### src/rtl/matmul_mem_master.sv
// Matrix-memory initiator: reads A and B, computes C = A x B, writes C back row-major.
// Optional build macro MATMUL_SATURATE_EN clamps C to 2^SIZE-1 and adds a sticky sat_flag.
module matmul_mem_master #(
    parameter int N      = 2,
    parameter int SIZE   = 8,
    parameter int ADDR_W = 32,
    parameter logic [ADDR_W-1:0] A_BASE = 32'd0,
    parameter logic [ADDR_W-1:0] B_BASE = 32'd4,
    parameter logic [ADDR_W-1:0] C_BASE = 32'd8
) (
    input  logic              clk,
    input  logic              rst,
    input  logic              start,
    output logic              busy,
    output logic              done,
    output logic              read,
    output logic [ADDR_W-1:0] read_address,
    input  logic [SIZE-1:0]   read_data,
    output logic              write,
    output logic [ADDR_W-1:0] write_address,
    output logic [SIZE-1:0]   write_value
`ifdef MATMUL_SATURATE_EN
    ,
    output logic              sat_flag
`endif
);

    localparam int CW    = (N > 1) ? $clog2(N) : 1;
    localparam int ACC_W = 2 * SIZE + $clog2(N) + 1;

    typedef enum logic [2:0] {
        IDLE = 3'd0,
        RD_A = 3'd1,
        RD_B = 3'd2,
        MAC  = 3'd3,
        WR   = 3'd4,
        DONE = 3'd5
    } state_t;

    state_t            state_r;
    state_t            state_nxt_s;
    logic [CW-1:0]     i_r;
    logic [CW-1:0]     j_r;
    logic [CW-1:0]     k_r;
    logic [ACC_W-1:0]  acc_r;
    logic [SIZE-1:0]   a_lat_r;
    logic              done_r;
    logic              last_k_s;
    logic              last_elem_s;
    logic              acc_big_s;
    logic [SIZE-1:0]   wr_val_s;

    // Narrow the accumulator to an element; clamp when saturation is requested.
    function automatic logic [SIZE-1:0] narrow_acc(input logic [ACC_W-1:0] acc, input logic clamp);
        logic [SIZE-1:0] res;
        if (clamp && ((acc >> SIZE) != ACC_W'(0))) begin
            res = {SIZE{1'b1}};
        end else begin
            res = acc[SIZE-1:0];
        end
        return res;
    endfunction

    assign last_k_s    = (k_r == CW'(N - 1));
    assign last_elem_s = (i_r == CW'(N - 1)) && (j_r == CW'(N - 1));
    assign acc_big_s   = ((acc_r >> SIZE) != ACC_W'(0));

`ifdef MATMUL_SATURATE_EN
    assign wr_val_s = narrow_acc(acc_r, 1'b1);
`else
    assign wr_val_s = narrow_acc(acc_r, 1'b0);
`endif

    // State register.
    always_ff @(posedge clk) begin
        if (rst) begin
            state_r <= IDLE;
        end else begin
            state_r <= state_nxt_s;
        end
    end

    // Next-state logic.
    always_comb begin
        state_nxt_s = state_r;
        case (state_r)
            IDLE: begin
                if (start) begin
                    state_nxt_s = RD_A;
                end else begin
                    state_nxt_s = IDLE;
                end
            end
            RD_A: state_nxt_s = RD_B;
            RD_B: state_nxt_s = MAC;
            MAC: begin
                if (last_k_s) begin
                    state_nxt_s = WR;
                end else begin
                    state_nxt_s = RD_A;
                end
            end
            WR: begin
                if (last_elem_s) begin
                    state_nxt_s = DONE;
                end else begin
                    state_nxt_s = RD_A;
                end
            end
            DONE:    state_nxt_s = IDLE;
            default: state_nxt_s = IDLE;
        endcase
    end

    // Index counters, operand latch and accumulator.
    always_ff @(posedge clk) begin
        if (rst) begin
            i_r     <= CW'(0);
            j_r     <= CW'(0);
            k_r     <= CW'(0);
            acc_r   <= ACC_W'(0);
            a_lat_r <= SIZE'(0);
        end else begin
            case (state_r)
                IDLE: begin
                    if (start) begin
                        i_r   <= CW'(0);
                        j_r   <= CW'(0);
                        k_r   <= CW'(0);
                        acc_r <= ACC_W'(0);
                    end
                end
                RD_B: a_lat_r <= read_data;
                MAC: begin
                    acc_r <= acc_r + ACC_W'(a_lat_r) * ACC_W'(read_data);
                    k_r   <= last_k_s ? CW'(0) : k_r + CW'(1);
                end
                WR: begin
                    acc_r <= ACC_W'(0);
                    if (!last_elem_s) begin
                        if (j_r == CW'(N - 1)) begin
                            j_r <= CW'(0);
                            i_r <= i_r + CW'(1);
                        end else begin
                            j_r <= j_r + CW'(1);
                        end
                    end
                end
                default: begin
                end
            endcase
        end
    end

    // Completion pulse, registered off the DONE state.
    always_ff @(posedge clk) begin
        if (rst) begin
            done_r <= 1'b0;
        end else begin
            done_r <= (state_r == DONE);
        end
    end

    assign done = done_r;

`ifdef MATMUL_SATURATE_EN
    logic sat_r;

    // Sticky saturation indicator, cleared when a run is accepted.
    always_ff @(posedge clk) begin
        if (rst) begin
            sat_r <= 1'b0;
        end else if ((state_r == IDLE) && start) begin
            sat_r <= 1'b0;
        end else if ((state_r == WR) && acc_big_s) begin
            sat_r <= 1'b1;
        end else begin
            sat_r <= sat_r;
        end
    end

    assign sat_flag = sat_r;
`else
    logic unused_s;
    assign unused_s = acc_big_s;
`endif

    // Memory request decode; driven only from registered state and counters.
    always_comb begin
        busy          = (state_r != IDLE);
        read          = 1'b0;
        read_address  = ADDR_W'(0);
        write         = 1'b0;
        write_address = ADDR_W'(0);
        write_value   = SIZE'(0);
        case (state_r)
            RD_A: begin
                read         = 1'b1;
                read_address = A_BASE + ADDR_W'(i_r) * ADDR_W'(N) + ADDR_W'(k_r);
            end
            RD_B: begin
                read         = 1'b1;
                read_address = B_BASE + ADDR_W'(k_r) * ADDR_W'(N) + ADDR_W'(j_r);
            end
            WR: begin
                write         = 1'b1;
                write_address = C_BASE + ADDR_W'(i_r) * ADDR_W'(N) + ADDR_W'(j_r);
                write_value   = wr_val_s;
            end
            default: begin
                read  = 1'b0;
                write = 1'b0;
            end
        endcase
    end

endmodule
### config.mk
export PLATFORM = sky130hd
export DESIGN_NAME = matmul_mem_master
export DESIGN_NICKNAME = d
export VERILOG_FILES = /design/src/rtl/matmul_mem_master.sv
export SDC_FILE = /design/constraint.sdc
export NUM_CORES = 1
export LEC_CHECK = 0
export ABC_AREA = 1
export CORE_UTILIZATION = 29
export DETAILED_ROUTE_END_ITERATION = 7
export DONT_BUFFER_PORTS = 1
export HOLD_SLACK_MARGIN = 0.1
export SLEW_MARGIN = 20
export SYNTH_ARGS = -nofsm -noshare
export SYNTH_HDL_FRONTEND = slang
export SYNTH_SLANG_ARGS = --single-unit
### constraint.sdc
create_clock -name clk -period 7.5 [get_ports clk]
set_clock_uncertainty 0.05 [all_clocks]
set_input_delay 2.25 -clock clk [delete_from_list [all_inputs] [get_ports clk]]
set_output_delay 2.25 -clock clk [all_outputs]
set_load 0.01 [all_outputs]
# Word level (Yosys, flattened, before mapping)
# Index checks and enable logic that the tools add are counted.
# totals
ff_bits	33
input_bits	11
output_inout_bits	76
wordCells	56
# op_classes
addsub	9
n_mul	1
eq_ne	8
muxes	20
n_reduce_logical	11
# op_table
cell	n
$pmux 18 s3	1
$add 18x16->18	1
$mux 18	1
$mul 8x8->16	1
$pmux 3 s5	1
$pmux 5 s2	1
$mux 1	9
$mux 8	1
$add 5x1->6	1
$eq 3x2->1 const B	2
$eq 3x3->1 const B	2
$mux 3	2
$mux 6	1
$ne 2x2->1 const B	3
$pmux 1 s2	3
$reduce_bool 3->1	2
$add 4x1->5	1
$add 4x2->5 const A	1
$add 3x2->4 const A	1
$reduce_and 2->1	2
$reduce_and 4->1	1
$reduce_bool 2->1	2
$add 1x1->1 const B	3
$add 2x1->3	1
other kinds (5)	5

# Logic depth before layout (Yosys ltp)
# Gate-level depths: netlist of run 1.
# depth
word_depth	4
depth_mapped	20
depth_no_buf	19

# Worst setup path after synthesis of run 1
# Ideal clock, no wire load.
# synth_timing
kind	input to register
from	in read_data[1]
to	reg acc_r[7]
setup_ps	131
arrival_ps	5555
slack_ps	1765
stages	17
path_cell_list	buf_4 > nand2_1 > fa_1 > inv_1 > fa_1 > inv_1 > fa_1 > fa_1 > inv_1 > ha_1 > a21o_1 > a31oi_1 > nand3_1 > nand2_1 > nand2_1 > nand3_2 > a21oi_2
# synth_via
elab_chain_len	3
# synth_rtl
element	line_no	source
start, declared	18	input logic [SIZE-1:0] read_data,
$mul 8x8->16	135	acc_r <= acc_r + ACC_W'(a_lat_r) * ACC_W'(read_data);
$add 18x16->18	135	
$pmux 18 s3	124	case (state_r)
end signal, assigned	135	
end, declared	45	logic [ACC_W-1:0] acc_r;
# No other way between the ends.
# A chain may end at the register's enable or synchronous reset.

# Worst setup path in the final report of run 1
# Same ends and word-level chain as after synthesis.

==> results of run 1 <==
==> final timing paths <==
kind / cells past startpoint / from / slack (ns) / endpoint
setup / recovery: 17 / read_data[1] / 2.01 / acc_r[7]
hold / removal: 2 / acc_r[4] / 0.41 / acc_r[4]
setup reg to reg: 17 / a_lat_r[1] / 3.49 / acc_r[7]
hold reg to reg: 2 / acc_r[4] / 0.41 / acc_r[4]
==> metrics by stage <==
step / total power [mW] / util
2_1_floorplan: 0.272 / -
3_3_place_gp: 0.266 / 0.284
3_5_place_dp: 0.270 / 0.284
4_1_cts: 0.349 / 0.289
5_1_grt: 0.374 / 0.289
6_report: 0.345 / 0.289
==> cell usage after synthesis, drive strengths merged, types with 2 or more instances <==
cell	instances
nand2	84
inv	76
buf	66
nor2	33
dfxtp	23
fa	18
ha	17
nand3	16
a21oi	13
o21ai	10
clkbuf	3
xnor2	3
a21o	2
a31oi	2
nand3b	2
nor3	2
o22ai	2
==> cell type report <==
type / count / area (sq um)
Fill cell: 968 / 6290
Multi-Input combinational cell: 269 / 1620
Sequential cell: 23 / 460
Inverter: 76 / 285
Tap cell: 108 / 135
Clock buffer: 3 / 41.3
Clock inverter: 1 / 7.51
Timing Repair Buffer: 1 / 7.51
==> critical path, delay by kind of cell <==
family,cells,cell delay [ns]
adder cells (fa/ha/maj),5,2.34
AO/OA/AOI/OAI,3,0.50
AND/OR/NAND/NOR,5,0.37
buffers and inverters,4,0.17
==> state kept, by name, indices dropped and copies added, names as in the netlist <==
signal	flops
a_lat_r	8
acc_r	8
done	1
i_r	1
j_r	1
k_r	1
state_r	3
==> routing by layer <==
layer / part of all wire / routed length (um) / vias up
met5: 0 / 0 / -
met4: 0.0037 / 19 / 0
met3: 0.056 / 287 / 2
met2: 0.49 / 2530 / 71
met1: 0.45 / 2310 / 930
li1: - / - / 1003
==> cells in the final DEF, fill, tap and decap left out, drive strengths merged <==
cell	n
o211a	1
nor2	33
o21a	1
nand3b	2
a21o	2
ha	17
inv	76
fa	18
nand3	16
buf	1
clkinvlp	1
a31oi	2
or2	1
xor2	1
dfxtp	23
xnor2	3
o21ai	10
clkbuf	3
nand2	84
conb	58
nor3	2
a21oi	13
o22ai	2
nor3b	1
nor4	1
a211oi	1
==> power by group through the flow <==
stage / clock network, mW / logic [mW] / registers [mW]
2_1_floorplan: 0 / 0.135 / 0.137
3_3_place_gp: 0 / 0.123 / 0.143
3_5_place_dp: 0 / 0.126 / 0.144
4_1_cts: 0.0813 / 0.127 / 0.141
5_1_grt: 0.0853 / 0.147 / 0.142
6_report: 0.0785 / 0.125 / 0.141
==> cells by family after synthesis <==
kind of cell | count (synthesis)
fa+ha+maj | 35
flops | 23
xor+xnor | 4
simple gates | 140
other cells | 1
buf+inv | 145
compound gates | 32
==> summary.md, run 1 <==
| Metric | Value |
|---|---|
| Root Driver | clkbuf_8 |
| Critical Path Sink Type | flip-flop |
| Data required time of the worst path | between 7 and 8 ns |
| Gr busiest metal | met2 |
| Die span in x | between 90 and 100 um |
| Gr ovfl total | 0 |
| Share of synthesized registers carrying an async set or reset | 0 |
| Crit Path Category | input port to flip-flop |
| Final worst slack | between 2 and 2.5 ns |
| Final setup fails | 0 |
| Number of flops mapped to enable cells by yosys | 0 |
| Sequential share of power | 0.409 |
| Status | finished, violations left |
| H-tree levels | 1 |
| Yosys reg bits | 23 |
| ANT nets after route | 0 |
| Register area share after synthesis | 0.172 |
| RSZ-0062 raised after global routing | false |
| CP Launch Type | input port |
| Hold_buf cts | 0 |
| Hold Slack | ~0.41 ns |
| Max-cap violations | 0 |
| Met2 usage | 0.199 |
| Total track usage | 0.111 |
| Clk sinks | 23 |
| Simple-Gate Fraction of Synth Area | 0.225 |
| Max incr delay on CP | between 0.5 and 0.6 ns |
| Arrival time worst endpoint | 5.65 ns |
| P_sw | between 100 and 150 uW |
| Via/cell ratio | 4.17 |
| Final period util | 0.732 |
| Synth warn | 0 |
| Core area | 8850 sq um |
| Post-synthesis xor/xnor area fraction | 0.0159 |
| DR pass1 iterations | 6 |
| Area Growth Syn to Fin | -4.44% |
| Routability cong. | 0.801 |
| Routed wire length | 5.15 mm |
| Vias in the first global route | between 1500 and 2000 |
| Antenna diodes | 0 |
| Main flop type after synthesis | dfxtp_1 |
| DP Worst Slack | 1.76 ns |
| Number of DRC markers in iteration 0 | 84 |
| Post-Synthesis Cell Area | 2680 sq um |
| Share of layout cells above drive strength 1 | 0.0563 |
| Die area | just under 10000 sq um |
| Combinational group share of total power | 0.364 |
| Clk Latency, worst-skew pair | 0.26 ns |
| Max-slew violation count | 0 |
| GR Util met1 | 0.141 |
| VDD IR max | 94.1 uV |
| TritonCTS clock tree | done |
| M3 GR Usage | 0.0172 |
| Port Buffers | 0 |
| Cts repair resizes | 0 |
| DRC viols | 14 |
| First-pass GRT wire length | about 8.7 mm |
| Max FO, Critical Path | 9 |
| Cell mode on critical path | fa_1 |
| Nets@finish | between 400 and 500 |
| Clock network power share | 0.228 |
| Cell Count, Final, Fillers Out | 481 |
| Max Clock Freq | 0.182 GHz |
| Mapped Cells | between 300 and 400 |
| Sw Ratio | 0.397 |
| Most area-hungry cell type in the Yosys netlist | buf_4 |
| P per Cell Area | 135 nW/um^2 |
| Clk buf depth | 2 |
| Multiplexer area fraction after synthesis | 0 |
| Pin count of the biggest net entering global routing | 15 |
| Routed wire length per instance | 10.7 um |
| Synth unique cells | 34 |
| IO Count | 87 |
| Adder-Cell Fraction of Synth Area | 0.214 |
| Compound-Gate Fraction of Synth Area | 0.0687 |
| Initial antenna violation count | 0 |
| Critical path cell sequence | nand2_1, fa_1, inv_1, fa_1, inv_1, fa_1, fa_1, inv_1, ha_1, a21o_1, a31oi_1, nand3_1, nand2_1, inv_2, nand2_2, nand3_2, a21oi_2 |
| Post-synth top area share | 0.180 |
| Violated checks | DRC |
| Clock slew at reported path FFs | 0.09 ns |
| Largest cells by area after synthesis | buf_4 (18%), dfxtp_1 (17%), fa_1 (13%) |
| Min Clock Period, post-route | 5.49 ns |
| Std-Cell Rows | 34 |
| Pleak | approximately 1.4 nW |
| Hold Vio Cnt, Final | 0 |
| Internal | between 200 and 250 uW |
| CTS Buf Count | 3 |
| Placed cell areas | ~2500 sq um |
| Slowest stage cell, crit path | fa_1 |
| Initial Utilization | 0.302 |
| Die Height | between 90 and 100 um |
| DP Cell Count | 477 |
| Hold Crit Class | flip-flop to flip-flop |
| DP HPWL | 4.28 mm |
| Post-Layout Inst Area | between 2000 and 3000 sq um |
| Setup TNS | 0 ns |
| Syn_area_per_cell | 7.04 sq um |
| Main combinational cell family by area after synthesis | buffers and inverters |
| Via Count | about 2000 |
| Post-CTS Setup Bufs | 0 |
(Power assumes the default switching activity.)
==> run 2: changes to the inputs <==
- clock period: 7.5 -> 5.1 ns (I/O delays scaled with it)
==> results of run 2 <==
The final DEF is identical to that of run 1. Status: finished, violations left: DRC.
Among the figures that moved: setup slack after placement 1.76 ns -> 0.0810 ns; setup slack after layout 2.01 ns -> 0.330 ns; register-to-register setup slack 3.49 ns -> 1.09 ns; total power 0.345 mW -> 0.507 mW; worst IR drop on VDD 94.1 uV -> 138 uV
